File: src/rtl/clk_enable_scheduler.sv
// Purpose : programmable divided-clock sequencer producing div_clk and a one-cycle tick enable.
// Latency : div_clk rises half cycles after the start edge; all outputs registered (tick/done 1 cycle pulses).
// Backpress: config accepted only while idle (cfg_ready); start/cfg_valid are ignored while busy.
//
// Ports:
//   clk, rst               - system clock, asynchronous active-high reset
//   cfg_valid/cfg_ready    - config handshake carrying cfg_half (0 -> 1) and cfg_count (0 = free-run)
//   start, stop            - sequence control
//   div_clk, tick          - divided clock and its first-high-cycle enable pulse
//   busy, done, periods    - status: running, counted burst complete, completed periods since start
// Optional: define CLK_SCHED_PAUSE_EN to add a 'pause' input that freezes a running sequence.
module clk_enable_scheduler #(
    parameter int CNT_W = 16
) (
    input  logic             clk,
    input  logic             rst,
    input  logic             cfg_valid,
    output logic             cfg_ready,
    input  logic [CNT_W-1:0] cfg_half,
    input  logic [CNT_W-1:0] cfg_count,
    input  logic             start,
    input  logic             stop,
`ifdef CLK_SCHED_PAUSE_EN
    input  logic             pause,
`endif
    output logic             div_clk,
    output logic             tick,
    output logic             busy,
    output logic             done,
    output logic [CNT_W-1:0] periods
);

    localparam logic [CNT_W-1:0] ONE = {{(CNT_W-1){1'b0}}, 1'b1};

    typedef enum logic [1:0] {
        IDLE     = 2'd0,
        RUN      = 2'd1,
        STOPPING = 2'd2
    } state_t;

    state_t           state_q, state_d;
    logic [CNT_W-1:0] cnt_q, cnt_d;
    logic [CNT_W-1:0] half_q, half_d;
    logic [CNT_W-1:0] count_q, count_d;
    logic [CNT_W-1:0] periods_q, periods_d;
    logic             div_clk_q, div_clk_d;
    logic             tick_q, tick_d;
    logic             done_q, done_d;
    logic             loaded_q, loaded_d;

    logic             cfg_fire;
    logic             start_fire;
    logic             hold;
    logic             stop_req;
    logic             advance;
    logic             wrap;
    logic             rise;
    logic             fall;
    logic             burst_end;
    logic [CNT_W-1:0] periods_inc;

`ifdef CLK_SCHED_PAUSE_EN
    // A stop seen while paused is remembered and acted on once pause drops.
    logic stop_pend_q, stop_pend_d;
    assign hold        = pause && (state_q != IDLE);
    assign stop_req    = stop || stop_pend_q;
    assign stop_pend_d = (state_q != IDLE) && hold && (stop || stop_pend_q);
`else
    assign hold     = 1'b0;
    assign stop_req = stop;
`endif

    assign cfg_fire    = cfg_valid && (state_q == IDLE);
    // Config wins over start in the same cycle; stop wins over start.
    assign start_fire  = (state_q == IDLE) && !cfg_fire && start && loaded_q && !stop;
    // A stop in the low phase ends the run without letting div_clk rise again.
    assign advance     = (state_q != IDLE) && !hold &&
                         !((state_q == RUN) && stop_req && !div_clk_q);
    assign wrap        = (cnt_q == (half_q - ONE));
    assign rise        = advance && wrap && !div_clk_q;
    assign fall        = advance && wrap && div_clk_q;
    assign periods_inc = periods_q + ONE;
    assign burst_end   = fall && (count_q != '0) && (periods_inc == count_q);

    // State register and datapath flops
    always_ff @(posedge clk or posedge rst) begin
        if (rst) begin
            state_q     <= IDLE;
            cnt_q       <= '0;
            half_q      <= ONE;
            count_q     <= '0;
            periods_q   <= '0;
            div_clk_q   <= 1'b0;
            tick_q      <= 1'b0;
            done_q      <= 1'b0;
            loaded_q    <= 1'b0;
`ifdef CLK_SCHED_PAUSE_EN
            stop_pend_q <= 1'b0;
`endif
        end else begin
            state_q     <= state_d;
            cnt_q       <= cnt_d;
            half_q      <= half_d;
            count_q     <= count_d;
            periods_q   <= periods_d;
            div_clk_q   <= div_clk_d;
            tick_q      <= tick_d;
            done_q      <= done_d;
            loaded_q    <= loaded_d;
`ifdef CLK_SCHED_PAUSE_EN
            stop_pend_q <= stop_pend_d;
`endif
        end
    end

    // Next-state logic
    always_comb begin
        state_d = state_q;
        case (state_q)
            IDLE: begin
                if (start_fire) state_d = RUN;
            end
            RUN: begin
                // If the stop edge is also the falling edge, the high phase is
                // already complete and there is nothing left to finish.
                if (!hold && stop_req) state_d = (div_clk_q && !fall) ? STOPPING : IDLE;
                else if (burst_end)    state_d = IDLE;
            end
            STOPPING: begin
                if (fall) state_d = IDLE;
            end
            default: state_d = IDLE;
        endcase
    end

    // Datapath next values
    always_comb begin
        cnt_d     = cnt_q;
        half_d    = half_q;
        count_d   = count_q;
        periods_d = periods_q;
        div_clk_d = div_clk_q;
        loaded_d  = loaded_q;
        tick_d    = 1'b0;
        done_d    = 1'b0;

        if (cfg_fire) begin
            half_d   = (cfg_half == '0) ? ONE : cfg_half;
            count_d  = cfg_count;
            loaded_d = 1'b1;
        end

        if (start_fire) begin
            cnt_d     = '0;
            div_clk_d = 1'b0;
            periods_d = '0;
        end else if (advance) begin
            if (wrap) begin
                cnt_d     = '0;
                div_clk_d = !div_clk_q;
            end else begin
                cnt_d = cnt_q + ONE;
            end
            tick_d = rise;
            done_d = burst_end;
            if (fall) periods_d = burst_end ? count_q : periods_inc;
        end
    end

    // Outputs
    always_comb begin
        cfg_ready = (state_q == IDLE);
        busy      = (state_q != IDLE);
        div_clk   = div_clk_q;
        tick      = tick_q;
        done      = done_q;
        periods   = periods_q;
    end

endmodule

File: config.mk
export PLATFORM = sky130hd
export DESIGN_NAME = clk_enable_scheduler
export DESIGN_NICKNAME = d
export VERILOG_FILES = /design/src/rtl/clk_enable_scheduler.sv
export SDC_FILE = /design/constraint.sdc
export NUM_CORES = 1
export LEC_CHECK = 0
export BUFFER_PORTS_ARGS = -buffer_cell sky130_fd_sc_hd__buf_2
export CAP_MARGIN = 15
export CELL_PAD_IN_SITES_DETAIL_PLACEMENT = 0
export CELL_PAD_IN_SITES_GLOBAL_PLACEMENT = 1
export CORE_UTILIZATION = 50
export CTS_BUF_LIST = sky130_fd_sc_hd__clkbuf_8
export CTS_CLUSTER_DIAMETER = 50
export DETAILED_ROUTE_END_ITERATION = 7
export GPL_TIMING_DRIVEN = 0
export PLACE_DENSITY = 0.86
export SLEW_MARGIN = 20
export SYNTH_ARGS = -nofsm -noshare
export SYNTH_HDL_FRONTEND = slang
export SYNTH_SLANG_ARGS = --single-unit
export TNS_END_PERCENT = 1
File: constraint.sdc
create_clock -name clk -period 8.95 [get_ports clk]
set_input_delay 0.4475 -clock clk [delete_from_list [all_inputs] [get_ports clk]]
set_output_delay 0.4475 -clock clk [all_outputs]
set_load 0.02 [all_outputs]
; Word-level counts from Yosys, hierarchy flattened
; Index checks and enable logic that the tools add are counted.
[classes]
add_sub_neg = 3
n_eq_ne = 7
muxes = 21
n_reduce_logical = 29
[ops]
columns = cell, count
row1 = $mux W16, 8
row2 = $add A16 B1 Y16 const B, 2
row3 = $eq A16 B16 Y1, 2
row4 = $logic_not A16 Y1, 1
row5 = $reduce_bool A16 Y1, 1
row6 = $sub A16 B1 Y16 const B, 1
row7 = $logic_and A1 B1 Y1, 14
row8 = $mux W2, 5
row9 = $reduce_bool A2 Y1, 4
row10 = $mux W1, 7
row11 = $pmux W2 S3, 1
row12 = $logic_not A1 Y1, 5
row13 = $reduce_and A2 Y1, 2
row14 = $ne A3 B3 Y1 const B, 1
row15 = $reduce_and A3 Y1, 1
row16 = $eq A2 B1 Y1 const B, 1
row17 = $eq A2 B2 Y1 const B, 1
row18 = $logic_not A2 Y1, 1
row19 = $ne A2 B1 Y1 const B, 1
row20 = $ne A2 B2 Y1 const B, 1
[word_totals]
register_bits = 70
in_bits = 37
output_inout_bits = 21
word_cells = 69

; Longest topological paths before layout
; Gate-level depths: netlist of run 1.
[depth]
word_depth = 13
ltp_mapped = 13
depth_no_buf = 10

; Least setup slack after synthesis of run 1
; OpenSTA, ideal clock, no wires.
[synth_path]
kind = register -> register
startpoint = register half_q[3]
endpoint = register periods_q[11] (netlist: periods[11])
setup_ps = 77
arrival_time_ps = 3378
required_time_ps = 8873
path_slack_ps = 5494
path_stages_with_launch = 12
path_buffers = 3
period_less_slack_ps = 3456
path_cell_list = dfrtp_1 or4_1 clkbuf_2 or3_1 o32ai_2 nor2_1 or3_1 buf_2 or4_4 buf_6 or4_1 a21oi_1
[synth_via]
elab_chain_len = 10
elab_cells_between_ends = 12
cone_classes = 1 x add/sub / 1 x eq/ne / 4 x mux / 6 x reduce/logical
[synth_rtl]
columns = element, line_no
row1 = start: declaration, 43  ; logic [CNT_W-1:0] half_q, half_d;
row2 = start signal: assignment, 103  ; half_q <= half_d;
row3 = $sub A16 B1 Y16 *, 79  ; assign wrap = (cnt_q == (half_q - ONE));
row4 = $eq A16 B16 Y1 *, 79
row5 = $logic_and A1 B1 Y1 * (2 in a row), 81  ; assign fall = advance && wrap && div_clk_q;
row6 = $logic_and A1 B1 Y1 (2 in a row), 83  ; assign burst_end = fall && (count_q != '0) && (periods_inc == count_q);
row7 = $mux W16 (2 in a row), 166  ; if (fall) periods_d = burst_end ? count_q : periods_inc;
row8 = $mux W16, 157  ; end else if (advance) begin
row9 = $mux W16, 153  ; if (start_fire) begin
row10 = end signal: assignment, 105  ; periods_q <= periods_d;
row11 = end: declaration, 45  ; logic [CNT_W-1:0] periods_q, periods_d;
; Mark *: on every way between the ends. The rest lies on a longest branch, timed or not. The select of a mux whose other input is x is not followed.
; A chain may end at the register's enable or synchronous reset.

; Worst setup path in the final report of run 1
[layout_path]
startpoint = register half_q[3]
endpoint = register periods_q[3] (netlist: periods[3])
; The elaborated chain is that of the path after synthesis.

==> results of run 1 <==
-- power groups by stage --
stage / clock, mW / sequential (mW) / combinational [mW]
global placement: 0 / 0.388 / 0.151
floorplan: 0 / 0.378 / 0.117
finish: 0.250 / 0.384 / 0.158
CTS: 0.257 / 0.383 / 0.157
detailed placement: 0 / 0.389 / 0.156
global route: 0.269 / 0.389 / 0.175
-- final timing paths --
path,start,end,slack (ps),cells after the start
worst min-delay path,rst,periods[2],50,2
worst max register to register,half_q[3],periods[3],5000,12
worst max-delay path,half_q[3],periods[3],5000,12
min in group clk,cfg_count[3],count_q[3],330,2
worst min register to register,loaded_q,loaded_q,510,1
max in group asynchronous,rst,half_q[0],8320,3
-- critical path: cells and delay by family, from the launching register on --
kind,cells,cell delay (ps)
flip-flops,1,470
AND/OR/NAND/NOR,5,1900
AO/OA/AOI/OAI,3,650
buffers and inverters,4,800
-- final cells by class --
| cell class | instances | area, um2 | area share |
|---|---|---|---|
| inverters | 10 | 40.04 | 0.008046 |
| clock buffers | 11 | 151.4 | 0.03042 |
| plain buffers | 30 | 122.6 | 0.02464 |
| well taps | 105 | 131.4 | 0.02640 |
| multi-input cells | 352 | 2427 | 0.4878 |
| flip-flops and latches | 70 | 1753 | 0.3523 |
| repair buffers | 58 | 312.8 | 0.06286 |
| clock inverters | 3 | 37.54 | 0.007543 |
-- placed cells by master (no fill, tap or decap), types with 3 or more instances in the layout --
master	Yosys	routed
a21oi_1	18	18
a31oi_1	8	8
and2_1	3	3
and3_1	8	8
and4_1	7	7
buf_1	6	6
buf_2	1	58
clkbuf_1	21	21
clkbuf_8	0	11
dfrtp_1	69	69
ha_1	3	3
inv_1	10	11
mux2_2	29	29
nand2_1	17	17
nand2b_1	4	4
nand3_1	16	16
nand3b_1	4	4
nand4_1	13	13
nor2_1	39	39
nor2b_1	4	4
nor3_1	12	12
nor3b_1	4	4
nor4_1	18	18
o2111ai_1	5	5
o211ai_1	14	14
o21ai_0	20	20
o31a_1	3	3
o31ai_1	5	5
or3_1	11	11
or4_1	4	4
xnor2_1	33	33
xor2_1	24	24
-- per-stage QoR --
stage / hold WS [ps] / instance area [um2] / instances / total power, mW
detailed placement: 418.3 / 4787 / 625 / 0.5449
CTS: 46.51 / 4976 / 639 / 0.7978
global placement: 483.5 / 4757 / 624 / 0.5385
floorplan: 464.4 / 4340 / 462 / 0.4945
global route: 58.39 / 4976 / 639 / 0.8329
finish: 45.52 / 4976 / 639 / 0.7915
-- routing by layer --
layer | wire length (um) | vias up | global-route usage
met2 | 4884 | 152 | 0.3917
met5 | 0 | - | 0
li1 | - | 1839 | -
met3 | 787 | 19 | 0.05104
met1 | 5371 | 1845 | 0.3884
met4 | 194 | 0 | 0.09848
-- state kept, by name, summed over array words and instances, names as in the netlist --
register / cells
count_q: 16
tick: 1
done: 1
div_clk: 1
periods: 16
cnt_q: 16
loaded_q: 1
state_q: 2
half_q: 16
-- kinds of logic (layout without fill, tap and decap cells) --
kind of cell / Yosys count / in the layout / share of synthesized area
mux: 31 / 31 / 0.07985
fa+ha+maj: 3 / 3 / 0.008649
xor+xnor: 57 / 57 / 0.1150
compound gates: 89 / 89 / 0.1364
flops: 70 / 70 / 0.4039
simple gates: 172 / 172 / 0.2194
buf+inv: 40 / 112 / 0.03690
==> impl_metrics.tcl, run 1 <==
set metrics [dict create \
    first_pass_iters 5 \
    antenna_cells 0 \
    cap_violations 0 \
    async_flop_share 1.000 \
    fin_crit_sh 0.4413 \
    critPathMaxStageDelay_ps 550 \
    ir_worst_vdd_mv 0.08508 \
    drt-total-wl_mm 11.24 \
    cp_common_cell "or3_1" \
    cts_setup_buffers 0 \
    via_per_inst 6.033 \
    area_growth_pct 14.64 \
    rsz0062_at_grt "no" \
    tns_ps 0 \
    clockBufferDepth 2 \
    status "finished, final reports clean" \
    fin_skew_ps 7.689 \
    fin_ws_ps 5001 \
    overflow 0 \
    powerDensity_nw_per_um2 159.1 \
    min_period_ps 3949 \
    hold_class "primary input to asynchronous set/reset pin" \
    seqPwrFrac 0.485 \
    slew_headroom 0.5065 \
    yosys.area.top_type "dfrtp_1" \
    grt_max_degree 53 \
    synth_area_per_cell_um2 9.395 \
    yosysTopAreaCellShare 0.3978 \
    yosysMostFrequentCell "dfrtp_1" \
    die_h_um 95.17 \
    die_x_um 95.17 \
    cts_buffers 9 \
    core-area_um2 8299 \
    port_buffers 57 \
    synth-edff-count 0 \
    p_comb_frac 0.199 \
    crit_required_ps 9150 \
    clkPwrFrac 0.315 \
    htreeDepth 3 \
    path_max_fanout 10 \
    critPathKind "flop to flop" \
    start_kind "flop" \
    postCtsHoldBufs 0 \
    syn_area_um2 4340 \
    crit_chain "or4_1 > clkbuf_2 > or3_1 > o32ai_2 > nor2_1 > or3_1 > buf_2 > or4_4 > buf_6 > clkbuf_1 > o211ai_1 > o21ai_0" \
    dp_hpwl_mm 8.374 \
    route.detailed.drc 0 \
    cts_root_buffer "clkbuf_8" \
    synth.distinct_cells 54 \
    drtIter0Drc 280 \
    worstPathArrival_ps 4150 \
    clkTransAtPathRegs_ps 70 \
    yosysSeqAreaShare 0.4039 \
    antenna_found_initial 0 \
    synth_warnings 0 \
    drv_slew 0 \
    post_cts_resize_count 0 \
    final_hold_viol_count 0 \
    setup_violations 0 \
    gp_congestion 0.9478 \
    fin_util 0.5996 \
    synth_area_leaders "dfrtp_1 40%, mux2_2 7.5%, xnor2_1 6.7%" \
    grt_usage 0.2672 \
    grt_pass1_wl_mm 18.39 \
    pre_cts_ws_ps 5053 \
    grt_pass1_vias 3636 \
    critPathSlowestCell "or4_4" \
    wl_per_cell_um 17.59 \
    cts.sinks 70 \
    ant_nets 0 \
    clk_latency_ps 340 \
    power.net_switching_uw 232.9 \
    synth-seq-cells 70 \
    fmax_ghz 0.2532 \
    fin_nets 571 \
    cts_tree "yes" \
    rows 33 \
    synth_nets 502 \
    synth_commonest_cells "69 x dfrtp_1, 39 x nor2_1, 33 x xnor2_1" \
    io_pins 58 \
    synth-main-ff-cell "dfrtp_1" \
    syn_inst 462 \
    p_int_uw 558.6 \
    die_area_um2 9057 \
    layout-drive-gt1-share 0.2060 \
    via_count 3855 \
    worstMarginPinSlew_ps 734.6 \
    p_sw_frac 0.2942 \
    fill_cells 747 \
    worstSetupEndpointType "flop" \
    start_util 0.5230 \
    p_leak_nw 2.019 \
]
No activity file was read; power rests on OpenSTA's default activity.
==> inputs of run 2 (changes only) <==
--- a/config.mk
+++ b/config.mk
@@ -9,12 +9,12 @@
 export CAP_MARGIN = 15
 export CELL_PAD_IN_SITES_DETAIL_PLACEMENT = 0
 export CELL_PAD_IN_SITES_GLOBAL_PLACEMENT = 1
-export CORE_UTILIZATION = 50
+export CORE_UTILIZATION = 46
 export CTS_BUF_LIST = sky130_fd_sc_hd__clkbuf_8
 export CTS_CLUSTER_DIAMETER = 50
 export DETAILED_ROUTE_END_ITERATION = 7
 export GPL_TIMING_DRIVEN = 0
-export PLACE_DENSITY = 0.86
+export PLACE_DENSITY = 0.8
 export SLEW_MARGIN = 20
 export SYNTH_ARGS = -nofsm -noshare
 export SYNTH_HDL_FRONTEND = slang
==> constraint.sdc (replaced) <==
create_clock -name clk -period 4 [get_ports clk]
set_input_delay 0.2 -clock clk [delete_from_list [all_inputs] [get_ports clk]]
set_output_delay 0.2 -clock clk [all_outputs]
set_load 0.02 [all_outputs]
==> run 2 against run 1 <==
  * Routed wire length up 1.3%
  * Utilization shrank 5.0 points
  * Final area increased by 1.5%
  * Maximum frequency up 4.3%
  * Die area up 8.5%
  * Cell count grew 1.4%
  * Register-to-register slack got worse by 4800 ps
  * Non-clock buffer count is 1 higher
  * Critical path type unchanged
  * Critical endpoint is now periods[4]
==> impl_metrics.tcl, run 2 (synthesized netlist as in run 1, its figures left out) <==
set metrics [dict create \
    status "finished, final reports clean" \
    min_period_ps 3786 \
    hold_class "primary input to flop" \
    cts_buffers 9 \
    slew_headroom 0.5049 \
    clockBufferDepth 2 \
    setup_violations 0 \
    p_int_mw 1.322 \
    die_x_um 99.14 \
    via_count 3817 \
    ant_nets 0 \
    ff2ff_path_depth 13 \
    hp-start "cfg_half[8]" \
    seqPwrFrac 0.458 \
    critPathKind "flop to flop" \
    grt_pass1_wl_mm 19.20 \
    die_h_um 99.14 \
    antenna_found_initial 0 \
    htreeDepth 3 \
    final_hold_viol_count 0 \
    postPlaceCellArea_um2 4795 \
    first_pass_iters 4 \
    p_leak_nw 2.043 \
    design_area_um2 5050 \
    min_to "half_q[8]" \
    path_max_fanout 10 \
    clkTransAtPathRegs_ps 80 \
    grt_max_degree 50 \
    area_growth_pct 16.34 \
    critPathSlowestCell "or4_4" \
    final_cell_mix "68 x dfrtp_1, 60 x buf_2, 39 x nor2_1" \
    crit_family "simple AND/OR/NAND/NOR gates" \
    crit_chain "inv_1 > ha_2 > or3b_2 > or2_1 > o21ai_0 > o2111ai_1 > or3_1 > buf_2 > or4_4 > buf_6 > buf_2 > o211ai_1 > o21ai_0" \
    start_util 0.4720 \
    route.detailed.drc 0 \
    grt_usage 0.2514 \
    critPathMaxStageDelay_ps 530 \
    cap_violations 0 \
    antenna_cells 0 \
    cts_setup_buffers 0 \
    layout_commonest_cell "dfrtp_1" \
    p_comb_frac 0.189 \
    core-area_um2 9196 \
    grt_pass1_vias 3839 \
    r2r_slack_ps 210 \
    ir_worst_vdd_mv 0.1761 \
    worstSetupEndpointType "flop" \
    wl_per_cell_um 17.57 \
    drt-total-wl_mm 11.38 \
    crit_required_ps 4220 \
    clk_latency_ps 350 \
    critical_path.n_buffers_inverters 4 \
    via_per_inst 5.890 \
    die_area_um2 9828 \
    io_pins 58 \
    drv_slew 0 \
    worstPathArrival_ps 4000 \
    clkPwrFrac 0.353 \
    cts_tree "yes" \
    hold_ws_ps 70.52 \
    layout-drive-gt1-share 0.2179 \
    drtIter0Drc 154 \
    p_sw_frac 0.2958 \
    gp_congestion 0.8950 \
    overflow 0 \
    port_buffers 57 \
    reg2reg_to "periods[4]" \
    fin_skew_ps 13.90 \
    power.net_switching_uw 555.2 \
    start_kind "flop" \
    worstMarginPinSlew_ps 723.9 \
    crit_cells 13 \
    worstReg2RegStart "half_q[1]" \
    cts_root_buffer "clkbuf_8" \
    fin_nets 572 \
    fin_crit_sh 0.9466 \
    dp_hpwl_mm 8.467 \
    fmax_ghz 0.2641 \
    min_delay_path_depth 3 \
    cts.sinks 70 \
    powerDensity_nw_per_um2 371.7 \
    rows 35 \
]
-- run 2: what timing repair did --
item                                    in CTS  in global routing
gates resized for setup                      0                  8
hold buffers                                 1                  0
endpoints found under the hold margin       21                  0
endpoints found under the setup margin       0                 14
-- run 2: area by class of cell --
| class | count | area (um2) |
|---|---|---|
| Clock buffer | 11 | 151.4 |
| Multi-Input combinational cell | 352 | 2445 |
| Tap cell | 111 | 138.9 |
| Buffer | 30 | 123.9 |
| Inverter | 10 | 40.04 |
| Sequential cell | 70 | 1754 |
| Timing Repair Buffer | 59 | 322.8 |
| Clock inverter | 5 | 73.82 |
| Fill cell | 867 | 4146 |
-- run 2: routing by layer --
layer / global-route usage / part of all wire / vias to the layer above / routed length (um)
met5: 0 / 0 / - / 0
met4: 0.09955 / 0.024 / 0 / 277
met3: 0.03584 / 0.024 / 23 / 273
met2: 0.4432 / 0.51 / 68 / 5754
met1: 0.3117 / 0.45 / 1876 / 5077
li1: - / - / 1850 / -
-- run 2: worst max-delay path by stage --
| stage | slack, ps | startpoint | endpoint |
|---|---|---|---|
| after global routing | -10 | half_q[1] | periods[3] |
| after detailed placement | 120 | half_q[3] | periods[4] |
| after floorplan | 540 | half_q[3] | periods[11] |
| final | 210 | half_q[1] | periods[4] |
| after global placement | 110 | half_q[3] | periods[4] |
| after CTS | 110 | half_q[3] | periods[4] |
-- run 2: worst register-to-register path, cell delays in order, from the launching register on --
cell	delay (ps)
dfrtp_1	400
inv_1	90
ha_2	240
or3b_2	520
or2_1	270
o21ai_0	170
o2111ai_1	200
or3_1	400
buf_2	160
or4_4	530
buf_6	150
buf_2	200
o211ai_1	230
o21ai_0	110
-- run 2: power by group through the flow --
stage | combinational (mW) | sequential (mW) | clock, mW
finish | 0.354 | 0.860 | 0.663
global route | 0.392 | 0.871 | 0.706
CTS | 0.354 | 0.859 | 0.674
detailed placement | 0.351 | 0.872 | 0
global placement | 0.340 | 0.870 | 0
floorplan | 0.261 | 0.845 | 0
-- run 2: metrics by stage --
step,util,setup WS (ps),TNS [ps],power (mW),cells
2_1_floorplan,-,544.5,0,1.106,462
3_3_place_gp,0.5181,111.9,0,1.209,630
3_5_place_dp,0.5214,122.1,0,1.223,631
4_1_cts,0.5469,114.3,0,1.888,648
5_1_grt,0.5491,-10.16,-10.16,1.969,648
6_report,0.5491,213.7,0,1.877,648
